==> src/rtl/key_cache.sv <==
// Fully-associative key cache in front of key memory: serves repeated key IDs
// from local entries, fetches misses, and answers stalled fetches with an error.
//
// state   | meaning
// IDLE    | waiting for key_req
// LOOKUP  | parallel tag compare of req_id against valid entries
// FETCH   | km_key_req pulse out, timeout counter loaded
// WAIT    | waiting for km_key_ack or timeout
// RESPOND | key_ack pulse out
module key_cache #(
  parameter int NUM_ENTRIES    = 4,
  parameter int TIMEOUT_CYCLES = 1024
) (
  input  logic         clk156,
  input  logic         areset_clk156,
  input  logic         key_req,
  input  logic [31:0]  key_id,
  output logic         key_ack,
  output logic [255:0] key,
  output logic         key_err,
  output logic         km_key_req,
  output logic [31:0]  km_key_id,
  input  logic         km_key_ack,
  input  logic [255:0] km_key,
  input  logic         flush,
  output logic [31:0]  hit_count,
  output logic [31:0]  miss_count,
  output logic [15:0]  timeout_count,
  output logic [15:0]  drop_count
);

  localparam int IDX_W = (NUM_ENTRIES > 1) ? $clog2(NUM_ENTRIES) : 1;
  localparam logic [15:0] TO_LOAD = 16'(TIMEOUT_CYCLES - 1);

  typedef enum logic [2:0] {
    S_IDLE, S_LOOKUP, S_FETCH, S_WAIT, S_RESPOND
  } state_t;

  state_t               state;
  logic [NUM_ENTRIES-1:0] valid;
  logic [31:0]          entry_id  [NUM_ENTRIES];
  logic [255:0]         entry_key [NUM_ENTRIES];
  logic [IDX_W-1:0]     rr_ptr;
  logic [IDX_W-1:0]     hit_idx;
  logic [IDX_W-1:0]     victim_idx;
  logic                 hit;
  logic                 victim_is_valid;
  logic                 fill_en;
  logic [31:0]          req_id;
  logic [15:0]          to_cnt;
  logic                 flush_pending;

  always_comb begin
    hit     = 1'b0;
    hit_idx = '0;
    for (int i = 0; i < NUM_ENTRIES; i++) begin
      if (!hit && valid[i] && entry_id[i] == req_id) begin
        hit     = 1'b1;
        hit_idx = IDX_W'(i);
      end
    end
  end

  // Lowest-index invalid entry wins; fall back to the round-robin pointer.
  always_comb begin
    victim_idx      = rr_ptr;
    victim_is_valid = 1'b1;
    for (int i = NUM_ENTRIES - 1; i >= 0; i--) begin
      if (!valid[i]) begin
        victim_idx      = IDX_W'(i);
        victim_is_valid = 1'b0;
      end
    end
  end

  assign fill_en = (state == S_WAIT) && km_key_ack && !flush_pending && !flush;

  always_ff @(posedge clk156) begin
    if (fill_en) begin
      entry_id[victim_idx]  <= req_id;
      entry_key[victim_idx] <= km_key;
    end
  end

  always_ff @(posedge clk156 or posedge areset_clk156) begin
    if (areset_clk156) begin
      state         <= S_IDLE;
      valid         <= '0;
      rr_ptr        <= '0;
      req_id        <= '0;
      to_cnt        <= '0;
      flush_pending <= 1'b0;
      key_ack       <= 1'b0;
      key           <= '0;
      key_err       <= 1'b0;
      km_key_req    <= 1'b0;
      km_key_id     <= '0;
      hit_count     <= '0;
      miss_count    <= '0;
      timeout_count <= '0;
      drop_count    <= '0;
    end else begin
      key_ack    <= 1'b0;
      km_key_req <= 1'b0;

      if (key_req && state != S_IDLE)
        drop_count <= drop_count + 16'd1;

      if (flush)
        valid <= '0;
      else if (fill_en)
        valid[victim_idx] <= 1'b1;

      if (fill_en && victim_is_valid)
        rr_ptr <= rr_ptr + 1'b1;

      // A fill fetched across a flush may carry a stale key; return it but never cache it.
      if (flush && (state == S_FETCH || state == S_WAIT))
        flush_pending <= 1'b1;

      case (state)
        S_IDLE: begin
          if (key_req) begin
            req_id <= key_id;
            state  <= S_LOOKUP;
          end
        end
        S_LOOKUP: begin
          if (hit) begin
            key       <= entry_key[hit_idx];
            key_err   <= 1'b0;
            key_ack   <= 1'b1;
            hit_count <= hit_count + 32'd1;
            state     <= S_RESPOND;
          end else begin
            miss_count <= miss_count + 32'd1;
            km_key_req <= 1'b1;
            km_key_id  <= req_id;
            state      <= S_FETCH;
          end
        end
        S_FETCH: begin
          to_cnt <= TO_LOAD;
          state  <= S_WAIT;
        end
        S_WAIT: begin
          if (km_key_ack) begin
            key     <= km_key;
            key_err <= 1'b0;
            key_ack <= 1'b1;
            state   <= S_RESPOND;
          end else if (to_cnt == 16'd0) begin
            key           <= '0;
            key_err       <= 1'b1;
            key_ack       <= 1'b1;
            timeout_count <= timeout_count + 16'd1;
            state         <= S_RESPOND;
          end else begin
            to_cnt <= to_cnt - 16'd1;
          end
        end
        S_RESPOND: begin
          flush_pending <= 1'b0;
          state         <= S_IDLE;
        end
        default: state <= S_IDLE;
      endcase
    end
  end

endmodule

==> config.mk <==
export PLATFORM = sky130hd
export DESIGN_NAME = key_cache
export DESIGN_NICKNAME = d
export VERILOG_FILES = /design/src/rtl/key_cache.sv
export SDC_FILE = /design/constraint.sdc
export NUM_CORES = 2
export LEC_CHECK = 0
export ABC_CLOCK_PERIOD_IN_PS = 31700
export BUFFER_PORTS_ARGS = -buffer_cell sky130_fd_sc_hd__buf_2
export CORE_UTILIZATION = 40
export CTS_BUF_LIST = sky130_fd_sc_hd__clkbuf_16
export CTS_CLUSTER_DIAMETER = 100
export CTS_CLUSTER_SIZE = 8
export DETAILED_ROUTE_END_ITERATION = 10
export MAX_ROUTING_LAYER = met4
export PLACE_DENSITY = 0.63
export SYNTH_ARGS = -nofsm -noshare
export SYNTH_HDL_FRONTEND = slang
export SYNTH_SLANG_ARGS = --single-unit
==> constraint.sdc <==
create_clock -name clk156 -period 31.7 [get_ports clk156]
set_input_delay 6.34 -clock clk156 [delete_from_list [all_inputs] [get_ports clk156]]
set_output_delay 6.34 -clock clk156 [all_outputs]
set_load 0.05 [all_outputs]
# After elaboration in Yosys (flattened, before gate mapping)
# Memories as Yosys holds them, arrays and structs flattened.
# Cells that the tools add are included.
totals:
  regBits: 445
  wordCells: 120
  memories: 2
  ram_bits: 1152
memory_table:
  columns: ["name", "depth", "word_bits", "rd", "rd_clocked_by_memory_dff", "write_ports", "line_no", "text"]
  rows:
  - ["entry_key", 4, 256, 1, 0, 1, "42", "logic [255:0] entry_key [NUM_ENTRIES];"]
  - ["entry_id", 4, 32, 4, 0, 1, "41", "logic [31:0] entry_id [NUM_ENTRIES];"]
classes:
  reduce_logical: 34
  muxes: 45
  addsub: 6
  magnitude_cmp: 2
  n_eq_ne: 13
  n_bitwise: 3
op_table:
  columns: ["op", "n"]
  rows:
  - ["256-bit 2-to-1 mux", 3]
  - ["256-bit case mux with 2 select lines", 1]
  - ["32-bit == test", 4]
  - ["32-bit by 1-bit adder with 32-bit output (second input constant)", 2]
  - ["16-bit by 1-bit adder with 16-bit output (second input constant)", 2]
  - ["16-bit 2-to-1 mux", 2]
  - ["16-bit case mux with 2 select lines", 1]
  - ["1-bit 2-to-1 mux", 22]
  - ["16-bit zero test", 1]
  - ["16-bit by 1-bit subtractor with 16-bit output (second input constant)", 1]
  - ["1-bit logical AND", 14]
  - ["2-bit 2-to-1 mux", 6]
  - ["3-bit 2-to-1 mux", 4]
  - ["3-bit case mux with 4 select lines", 1]
  - ["3-bit AND reduction", 3]
  - ["4-bit 2-to-1 mux", 2]
  - ["2-bit inequality test (second input constant)", 4]
  - ["2-bit AND reduction", 4]
  - ["2-bit nonzero test", 4]
  - ["3-bit by 2-bit == test with 1-bit output (second input constant)", 2]
  - ["1-bit zero test", 5]
  - ["4-bit bitwise OR", 1]
  - ["1-bit case mux with 2 select lines", 2]
  - ["3-bit by 1-bit == test with 1-bit output (second input constant)", 1]
  - ["other kinds (10)", 11]

# Logic depth before layout (Yosys ltp)
# An unclocked memory read counts as a cell.
depth:
  word_depth: 19
  depth_mapped: 12
  depth_no_buf: 10

# Worst setup path before layout
# OpenSTA, ideal clock, no wires.
synth_path:
  kind: "input port to flip-flop"
  startpoint: "input km_key_ack"
  endpoint: "memory entry_id[2][0], enable pin"
  required_ns: 30.350
  path_buffers: 1
  arrival_time_ns: 27.546
  slack_ns: 2.804
  path_stages: 4
  setup_time_ns: 1.350
  cell_sequence: "and3_1 clkbuf_1 nand2_1 nor3b_1"
synth_via:
  elab_chain_cells: 5
synth_rtl:
  columns: ["element", "line_no", "text"]
  rows:
  - ["from (decl)", "23", "input logic km_key_ack,"]
  - ["1-bit logical AND (3 in a row)", "76", "assign fill_en = (state == S_WAIT) && km_key_ack && !flush_pending && !flush;"]
  - ["1-bit 2-to-1 mux", "79", "if (fill_en) begin"]
  - ["1-bit 2-to-1 mux (not written as such)", "80", "entry_id[victim_idx] <= req_id;"]
  - ["to (decl)", "41", null]
# No other way between the ends.

# Worst setup path after layout
layout_path:
  startpoint: "input km_key_ack"
  endpoint: "memory entry_key[1][227], enable pin"
layout_via:
  elab_chain_cells: 5
layout_rtl:
  columns: ["element", "line_no", "text"]
  rows:
  - ["1-bit logical AND (3 in a row)", "76", null]
  - ["1-bit 2-to-1 mux", "79", null]
  - ["1-bit 2-to-1 mux (not written as such)", "81", "entry_key[victim_idx] <= km_key;"]
  - ["to (decl)", "42", null]
# No other way between the ends.

==> metrics.yaml <==
cp_cell_sequence: "buf_2 -> and3_4 -> and2_1 -> nand2_1 -> nor2_4 -> buf_4 -> buf_4 -> buf_4"
initial_utilization: 0.404
vias: 37755
cpMaxStageDelayCell: "buf_4"
syn_avg_cell_area_sq_um: 15.9
yosysUniqueCellTypes: 41
cts_root_buf: "clkbuf_16"
crit_start: "km_key_ack"
port_buffers: 679
synthMuxAreaShare: 0.0126
num_rows: 142
cts_setup_buffers: 0
leakage_uw: 0.0277
r2r-end: "key[224]"
drt-vias-per-instance: 5.63
rr_startpoint: "req_id[24]"
worst-r2r-setup-slack_ps: 25570
cpLargestDelayFamily: "buffers and inverters"
drt_iter0_markers: 2829
place_hpwl_mm: 90.1
cp_num_buf_inv: 4
syn_inst: 3803
crit_required_ps: 32120
die_h_microns: 391
antenna_found_initial: 53
endpoint: "entry_key[1][227]"
track_usage: 0.212
synthFlopType: "edfxtp_1"
wl_per_cell_microns: 24.0
drtAntennaViolNets: 0
nets: 4760
die-area_sq_um: 153000
max_cap_viol_count: 0
grt_pass1_wl_mm: 240
ys_seq_area_frac: 0.755
path_depth: 8
cts_tree: "yes"
finalCriticalPeriod_ps: 9790
power_density_nw_per_um2: 85.7
critPathCaptureType: "flop"
final_common_cell: "edfxtp_1"
place_inst: 6258
rsz0062_at_grt: "no"
cp_max_fo: 52
globalplace.congestion: 0.807
grt_max_degree: 178
relSlewSlack: 0.217
worstSetupPathType: "input pin to flop"
clock-skew-final_ps: 50.6
min_from: "hit_count[31]"
routed_wl_mm: 161
setup_violations: 0
drc_errors: 0
clock_sinks: 1597
synth_top_family_by_area: "compound AO/OA/AOI/OAI gates"
regArea_sq_um: 45700
slowest_delay_ps: 760
hold_violations: 0
drive_above_1_share: 0.229
cts_resized: 0
placed_area_sq_um: 65800
cts_hold_buf: 0
finalNonFillerCells: 6702
ys_async_sr_fraction: 0.279
synthXorXnorAreaFrac: 0.0335
synth_compound_area_frac: 0.125
overflow: 0
fin_util: 0.482
nFillCells: 12734
cts_inserted_buffers: 218
multi_input_area_sq_um: 13600
cts_max_path_buffers: 3
finalSetupTns_ps: 0
clock.fmax_mhz: 102
startpoint_type: "input pin"
core_area_sq_um: 150000
syn_area_sq_um: 60600
irDropWorstVdd_uv: 59.9
grt_pass1_vias: 37332
synth_warnings: 0
maxSlewViolCount: 0
cp_common_cell: "buf_4"
cts-htree-levels: 4
die_x_microns: 391
first_pass_iters: 6
syn_nets: 4101
fin_area_sq_um: 72400
crit_arrival_ps: 10210
synth_fa_ha_area_frac: 0.00103
layout_common_cells: "edfxtp_1, buf_2, dfrtp_1"
synth_simple_gate_area_frac: 0.0501
worst_slew_pin_slew_ps: 1170
boundaryPins: 680
clk_pin_slew_worst_paths_ps: 50
fin_crit_sh: 0.309
worstSkewPairLatency_ps: 830
ff2ff_path_depth: 10
hold_path.class: "flop to flop"
syn2layout_area_growth_pct: 19.5
synth_seq_cells: 1597
synth_edf_count: 1152
outcome: "complete, no violations"
-- report_power, final --
| group | internal [uW] | switching [uW] | leakage (uW) | total [uW] |
|---|---|---|---|---|
| sequential | 2470 | 214 | 0.0160 | 2690 |
| clock | 1250 | 878 | 0.00372 | 2130 |
| combinational | 373 | 1020 | 0.00794 | 1390 |
| total | 4090 | 2110 | 0.0277 | 6200 |
-- worst register-to-register path: stages, from the launching register on --
cell and delay (ps):
dfrtp_1 520, xor2_1 230, nor4_1 660, nand4_1 170, or4_4 810, buf_4 460
nand2_4 940, buf_4 840, buf_4 810, a211oi_1 380, o21ai_1 200
-- routing by layer --
| metal | wire length (microns) | up-vias | GRT usage |
|---|---|---|---|
| li1 | - | 16618 | - |
| met1 | 68000 | 19493 | 0.280 |
| met2 | 76200 | 1398 | 0.321 |
| met3 | 12700 | 246 | 0.0533 |
| met4 | 3530 | 0 | 0.0650 |
| met5 | 0 | - | - |
-- how the worst min path moves through the flow --
stage               cells past startpoint              to  slack (ps)
CTS                                     1  drop_count[15]         470
finish                                  1   hit_count[31]         470
global placement                        1  drop_count[15]         450
global route                            1  miss_count[29]         500
detailed placement                      1  drop_count[15]         460
floorplan                               1       rr_ptr[1]         450
-- final cells by class --
type / count / share of cell area
inverters: 16 / 0.000933
flip-flops and latches: 1597 / 0.632
well taps: 2016 / 0.0348
clock buffers: 219 / 0.0757
clock inverters: 180 / 0.0134
diodes: 45 / 0.00156
repair buffers: 742 / 0.0545
multi-input cells: 1887 / 0.187
-- state kept, by name (all words and copies together), names as in the netlist --
name	flops
flush_pending	1
req_id	32
to_cnt	16
key_ack	1
entry_key	1024
miss_count	32
drop_count	16
km_key_req	1
valid	4
hit_count	32
state	3
rr_ptr	2
key	256
km_key_id	32
timeout_count	16
entry_id	128
key_err	1
-- synth_stat cells, types with 16 or more instances --
cell / n / area share
nor3_1: 25 / 0.0021
nor2_1: 30 / 0.0019
xor2_1: 145 / 0.021
nand4_1: 32 / 0.0033
nand3_1: 31 / 0.0026
o221ai_1: 256 / 0.037
a22oi_1: 257 / 0.032
clkbuf_1: 154 / 0.0095
nand2_1: 67 / 0.0042
inv_1: 16 / 0.00099
and3_1: 276 / 0.028
dfrtp_1: 445 / 0.18
a211oi_1: 256 / 0.032
nor4_1: 35 / 0.0036
buf_2: 136 / 0.011
mux2_2: 68 / 0.013
xnor2_1: 87 / 0.013
o21ai_0: 25 / 0.0021
edfxtp_1: 1152 / 0.57
o21ai_1: 241 / 0.020
-- per-stage QoR --
| stage | power (uW) | hold slack [ps] | setup slack [ps] |
|---|---|---|---|
| after floorplan | 3660 | 445 | 2800 |
| after global placement | 4100 | 450 | 21090 |
| after detailed placement | 4120 | 460 | 21070 |
| after CTS | 6250 | 470 | 21930 |
| after global routing | 6440 | 497 | 21730 |
| final | 6200 | 470 | 21910 |
-- cell families (layout without fill, tap and decap cells) --
logic type,after synthesis,in the layout
fa+ha+maj,5,5
other cells,0,45
xor+xnor,232,232
mux,68,68
buf+inv,319,1157
simple gates,529,529
compound gates,1053,1053
flops,1597,1597
(Power assumes the default switching activity.)
